**src/rtl/pipeline_stage_controller.sv**
```systemverilog
// pipeline_stage_controller: generates per-stage pipeline-register write
// enables and valid flags for a NUM_STAGES deep CPU datapath, either as a
// one-hot token (sequential, PIPELINED=0) or as an overlapped pipeline with
// stall bubbles and branch flushes (PIPELINED=1).
// After reset the block holds stage_reset_n low for two cycles (INIT) before
// running. Every output is decoded from registered state only.
// Optional feature: define PIPELINE_PERF_COUNTER_EN to add the cycle_count and
// retired_count performance counters.
module pipeline_stage_controller #(
  parameter int NUM_STAGES   = 5,
  parameter int PIPELINED    = 0,
  parameter int RAM_STAGE    = 3,
  parameter int REG_STAGE    = 4,
  parameter int STALL_STAGE  = 2,
  parameter int FLUSH_STAGES = 3
) (
  input  logic                  clk,
  input  logic                  reset_n,
  input  logic                  stall_req,
  input  logic                  flush_req,
  output logic [NUM_STAGES-1:0] stage_wren,
  output logic [NUM_STAGES-1:0] stage_valid,
  output logic                  pc_wren,
  output logic                  ram_wren,
  output logic                  reg_wren,
  output logic                  stage_reset_n
`ifdef PIPELINE_PERF_COUNTER_EN
  ,
  output logic [31:0]           cycle_count,
  output logic [31:0]           retired_count
`endif
);

  typedef enum logic {ST_INIT, ST_RUN} state_t;

  localparam logic [NUM_STAGES-1:0] LP_ALL    = {NUM_STAGES{1'b1}};
  localparam logic [NUM_STAGES-1:0] LP_TOKEN0 = {{(NUM_STAGES-1){1'b0}}, 1'b1};
  // Stages below STALL_STAGE hold on a stall.
  localparam logic [NUM_STAGES-1:0] LP_HOLD_MASK  = LP_ALL >> (NUM_STAGES - STALL_STAGE);
  // Stages above STALL_STAGE keep advancing on a stall.
  localparam logic [NUM_STAGES-1:0] LP_ADV_MASK   = ~(LP_ALL >> (NUM_STAGES - STALL_STAGE - 1));
  // Leading stages invalidated by a flush.
  localparam logic [NUM_STAGES-1:0] LP_FLUSH_MASK = LP_ALL >> (NUM_STAGES - FLUSH_STAGES);

  state_t                r_state;
  state_t                w_state_nxt;
  logic                  r_init_cnt;
  logic                  w_init_nxt;
  // r_vec is the one-hot token in sequential mode, the valid vector otherwise.
  logic [NUM_STAGES-1:0] r_vec;
  logic [NUM_STAGES-1:0] w_vec_nxt;
  logic [NUM_STAGES-1:0] r_wren;
  logic [NUM_STAGES-1:0] w_wren_nxt;
  logic [NUM_STAGES-1:0] w_shift;
  logic [NUM_STAGES-1:0] w_rotate;
  logic                  w_run;

  assign w_shift  = {r_vec[NUM_STAGES-2:0], 1'b1};
  assign w_rotate = {r_vec[NUM_STAGES-2:0], r_vec[NUM_STAGES-1]};

  // State register: controller state, INIT counter, token/valid and enables.
  always_ff @(posedge clk or negedge reset_n) begin
    if (!reset_n) begin
      r_state    <= ST_INIT;
      r_init_cnt <= 1'b0;
      r_vec      <= (PIPELINED != 0) ? '0 : LP_TOKEN0;
      r_wren     <= '0;
    end else begin
      r_state    <= w_state_nxt;
      r_init_cnt <= w_init_nxt;
      r_vec      <= w_vec_nxt;
      r_wren     <= w_wren_nxt;
    end
  end

  // Next-state logic: INIT sequencing, token rotation or pipeline advance.
  always_comb begin
    w_state_nxt = r_state;
    w_init_nxt  = r_init_cnt;
    w_vec_nxt   = r_vec;
    w_wren_nxt  = r_wren;
    case (r_state)
      ST_INIT: begin
        w_init_nxt = 1'b1;
        if (r_init_cnt) begin
          w_state_nxt = ST_RUN;
          w_vec_nxt   = (PIPELINED != 0) ? w_shift : r_vec;
          w_wren_nxt  = (PIPELINED != 0) ? LP_ALL : r_vec;
        end
      end
      ST_RUN: begin
        if (PIPELINED != 0) begin
          if (flush_req) begin
            w_vec_nxt  = w_shift & ~LP_FLUSH_MASK;
            w_wren_nxt = LP_ALL;
          end else if (stall_req) begin
            // Front stages hold, STALL_STAGE gets a bubble, the rest drain.
            w_vec_nxt  = (r_vec & LP_HOLD_MASK) | (w_shift & LP_ADV_MASK);
            w_wren_nxt = ~LP_HOLD_MASK;
          end else begin
            w_vec_nxt  = w_shift;
            w_wren_nxt = LP_ALL;
          end
        end else begin
          if (flush_req) begin
            w_vec_nxt  = LP_TOKEN0;
            w_wren_nxt = LP_TOKEN0;
          end else if (stall_req) begin
            w_wren_nxt = '0;
          end else if (|r_wren) begin
            w_vec_nxt  = w_rotate;
            w_wren_nxt = w_rotate;
          end else begin
            // Coming out of a stall: the held stage has not been written yet.
            w_wren_nxt = r_vec;
          end
        end
      end
      default: w_state_nxt = ST_INIT;
    endcase
  end

  assign w_run         = (r_state == ST_RUN);
  assign stage_wren    = w_run ? r_wren : '0;
  assign stage_valid   = w_run ? r_vec : '0;
  assign pc_wren       = stage_wren[0];
  assign ram_wren      = stage_wren[RAM_STAGE] & stage_valid[RAM_STAGE];
  assign reg_wren      = stage_wren[REG_STAGE] & stage_valid[REG_STAGE];
  assign stage_reset_n = w_run;

`ifdef PIPELINE_PERF_COUNTER_EN
  // Performance counters: RUN cycles and instructions leaving the last stage.
  always_ff @(posedge clk or negedge reset_n) begin
    if (!reset_n) begin
      cycle_count   <= '0;
      retired_count <= '0;
    end else if (w_run) begin
      cycle_count <= cycle_count + 32'd1;
      if (stage_wren[NUM_STAGES-1] & stage_valid[NUM_STAGES-1]) begin
        retired_count <= retired_count + 32'd1;
      end
    end
  end
`endif

endmodule

```
**config.mk**
```make
export PLATFORM = sky130hd
export DESIGN_NAME = pipeline_stage_controller
export DESIGN_NICKNAME = d
export VERILOG_FILES = /design/src/rtl/pipeline_stage_controller.sv
export SDC_FILE = /design/constraint.sdc
export NUM_CORES = 1
export LEC_CHECK = 0
export CORE_MARGIN = 4
export CORE_UTILIZATION = 48
export CTS_BUF_LIST = sky130_fd_sc_hd__clkbuf_16
export CTS_CLUSTER_DIAMETER = 120
export CTS_CLUSTER_SIZE = 12
export DETAILED_ROUTE_END_ITERATION = 10
export GPL_ROUTABILITY_DRIVEN = 0
export GPL_TIMING_DRIVEN = 0
export PLACE_DENSITY = 0.77
export SYNTH_ARGS = -nofsm -noshare
export SYNTH_HDL_FRONTEND = slang
export SYNTH_SLANG_ARGS = --single-unit
```
**constraint.sdc**
```tcl
create_clock -name clk -period 1.4 [get_ports clk]
set_input_delay 0.42 -clock clk [delete_from_list [all_inputs] [get_ports clk]]
set_output_delay 0.42 -clock clk [all_outputs]
set_load 0.005 [all_outputs]
```
==> impl_results.md <==
* CP max stage delay at 0.43 ns
* Most frequent cells in the layout: 20 x buf_6, 11 x buf_4, 8 x and2_4, 8 x dfrtp_1, 7 x o21ai_0
* Yosys reg bits at 12
* DR vias/cell at 6.458
* Syn_nets at 95
* Metal3 WL at 252 um
* Worst skew pair latency at 0.24 ns
* CP Max Fanout at 5
* Origin of the worst setup path: stage_reset_n
* CP Capture Point: stage_wren[0]
* Synth cell types at 33
* Total wire length at 2.946 mm
* # clock sinks at 12
* Share of cells above drive strength 1 at 53.13%
* Fmax at 617.8 MHz
* Worst-path clk slew at 0.05 ns
* Yosys warnings at 0
* Post-synthesis cell area at 809.5 sq um
* Vias in the first global route at 871
* Register area share after synthesis at 37.25%
* WL met2 at 1.452 mm
* # Max-Cap Violations at 0
* Commonest non-fill, non-tap cell in the layout: buf_6
* Crit path cell chain: clkbuf_8 > and2_4 > buf_6 > buf_6
* Fillers at 75
* Slowest-stage cell, CP: dfrtp_2
* Dpl hpwl at 1.417 mm
* Largest net degree at the start of global routing at 13
* Cells after Synth at 91
* Tot GR Track Use at 22.27%
* Slew HR at 63.20%
* Die Wd at 49.07 um
* Fin crit share at 115.6%
* Hold bufs inserted after CTS at 0
* Hold WC Path Type: in2async
* Crit path DAT at 1.20 ns
* Routed vias at 930
* Top Ports at 18
* H-tree levels at 1
* Nets@finish at 133
* Final setup viols at 22
* R2r endpoint: r_vec[0]
* Failing checks: setup timing
* CTS Buffer Depth at 2
* Post-Route Skew at 0.009417 ns
* Num rows at 14
* Max Slew Vio Count at 0
* Syn avg cell area at 8.896 sq um
* Status: finished, violations left
* Pwr/cell area at 931.0 mW/mm^2
* Multi-input gate area at 540.5 sq um
* Crit. End Element: primary output
* Initial drt markers at 40
* First-pass GRT wire length at 4.215 mm
* Post-detailed-route count of antenna-violating nets at 0
* Fin. Hold Viols at 0
* # diodes at 0
* Pwr Total at 1263 uW
* Worst vdd ir at 1110 uV
* DRC Markers at 0
* CTS buffer count at 3
* Crit path depth at 4
* Pre-CTS setup slack at -0.5648 ns
* Antenna violations before repair at 0
* CTS tree: built
* FF-to-FF path depth at 6
* First-pass iteration count of the detailed router at 4
* CTS root buffer: clkbuf_16
* Crit Path Category: reg2out
* Worst R2R Setup Slack at -0.09 ns
* CORE AREA at 0.001541 sq mm
* WL met1 at 1.166 mm
* Die H at 49.07 um
* Crit path required time at 0.98 ns
* Grt ovf at 0
* Total leakage power at 0.0006033 uW
* Buf/Inv on CP at 3
* CP Launch Type: flop
* Unrepaired setup endpoints after global routing: true
* Highest metal used: met4
* Setup WS post-layout at -0.2187 ns
* Post-layout minimum cycle time at 1.619 ns
* Port bufs at 17
* Starting Density at 52.52%
* Layout area overhead at 67.54%
* WL per Instance at 20.46 um
* Crit-path most repeated cell: buf_6
* RR Startpoint: stage_reset_n
* Register area at 305.3 sq um
* CP top delay family: flip-flops
* Die outline area at 0.002407 sq mm
* Fin Hold WS at 0.5387 ns
* Worst Tran Pin Value at 0.5502 ns
logic make-up (layout without fill, tap and decap cells):
| group | Yosys count | after routing | synth area share [%] |
|---|---|---|---|
| buf+inv | 11 | 48 | 6.955 |
| compound gates | 32 | 32 | 26.43 |
| simple gates | 31 | 31 | 22.41 |
| mux | 5 | 5 | 6.955 |
| flops | 12 | 12 | 37.25 |
worst reg2reg max path, stage by stage, from the launching register on:
cell	delay [ns]
dfrtp_2	0.40
buf_6	0.13
buf_6	0.10
buf_6	0.11
clkinvlp_4	0.12
a211oi_4	0.37
o32a_1	0.19
layer usage:
layer | global-route usage [%] | vias up
met3 | 4.281 | 6
met5 | 0 | -
met4 | 11.66 | 0
li1 | - | 408
met2 | 34.33 | 54
met1 | 29.03 | 462
power breakdown:
group	switching (uW)	total (uW)	internal (uW)	leakage (uW)
Combinational	157	339	182	0.000419
Sequential	31.1	402	371	0.000146
Clock	146	521	376	0.0000385
Total	334	1260	929	0.000603
flip-flops by register name, summed over array words and instances (netlist names):
name	cells
r_wren	5
r_vec	5
r_init_cnt	1
stage_reset_n	1
per-stage QoR:
| step | TNS [ns] | instance area, sq um | std cells | util (%) |
|---|---|---|---|---|
| 2_1_floorplan | 0 | 809.5 | 91 | - |
| 5_1_grt | -3.666 | 1356 | 144 | 87.99 |
| 3_3_place_gp | -6.823 | 999.7 | 124 | 64.85 |
| 4_1_cts | -2.309 | 1211 | 139 | 78.57 |
| 3_5_place_dp | -7.301 | 999.7 | 124 | 64.85 |
| 6_report | -2.881 | 1356 | 144 | 87.99 |
Yosys cell counts (all sizes together):
library cell,count,area share (%)
a211oi,1,1.5
o21bai,1,0.93
inv,5,2.3
or3,1,0.77
or2,1,0.77
nand3,3,1.9
nor2,3,1.7
a31oi,3,2.3
nand2,5,2.3
buf,5,4.2
nor3,3,3.2
a21oi,2,1.2
dfrtp,11,34
o21ai,14,8.7
o22ai,1,0.77
nand3b,1,0.93
and3,2,1.5
o32a,1,1.2
a221oi,1,1.1
clkbuf,1,0.46
dfstp,1,3.2
mux2,5,7.0
and2,10,7.7
o31ai,2,2.5
nand2b,2,1.5
o211ai,6,6.2
worst min path at each step:
stage	startpoint	end	slack [ns]	cells past startpoint
after floorplan	reset_n	r_init_cnt	0.12	0
after global placement	r_vec[0]	r_wren[0]	0.56	2
after detailed placement	r_vec[0]	r_wren[0]	0.56	2
after CTS	reset_n	r_wren[4]	0.56	1
after global routing	reset_n	r_vec[4]	0.58	1
final	reset_n	r_vec[3]	0.54	1
repair_timing:
item,in CTS,in global routing
resized for setup,83,28
setup buffers,10,7
endpoints found under the setup margin,16,24
cloned,1,1
pin swaps,3,10
area by class of cell:
| class | instances | share of cell area, % |
|---|---|---|
| Sequential cell | 12 | 22.51 |
| Inverter | 5 | 1.661 |
| Tap cell | 16 | 1.476 |
| Timing Repair Buffer | 34 | 24.54 |
| Multi-Input combinational cell | 68 | 39.85 |
| Buffer | 5 | 4.151 |
| Clock inverter | 1 | 0.2768 |
| Clock buffer | 3 | 5.535 |
Power figures use the tool's default switching activity.
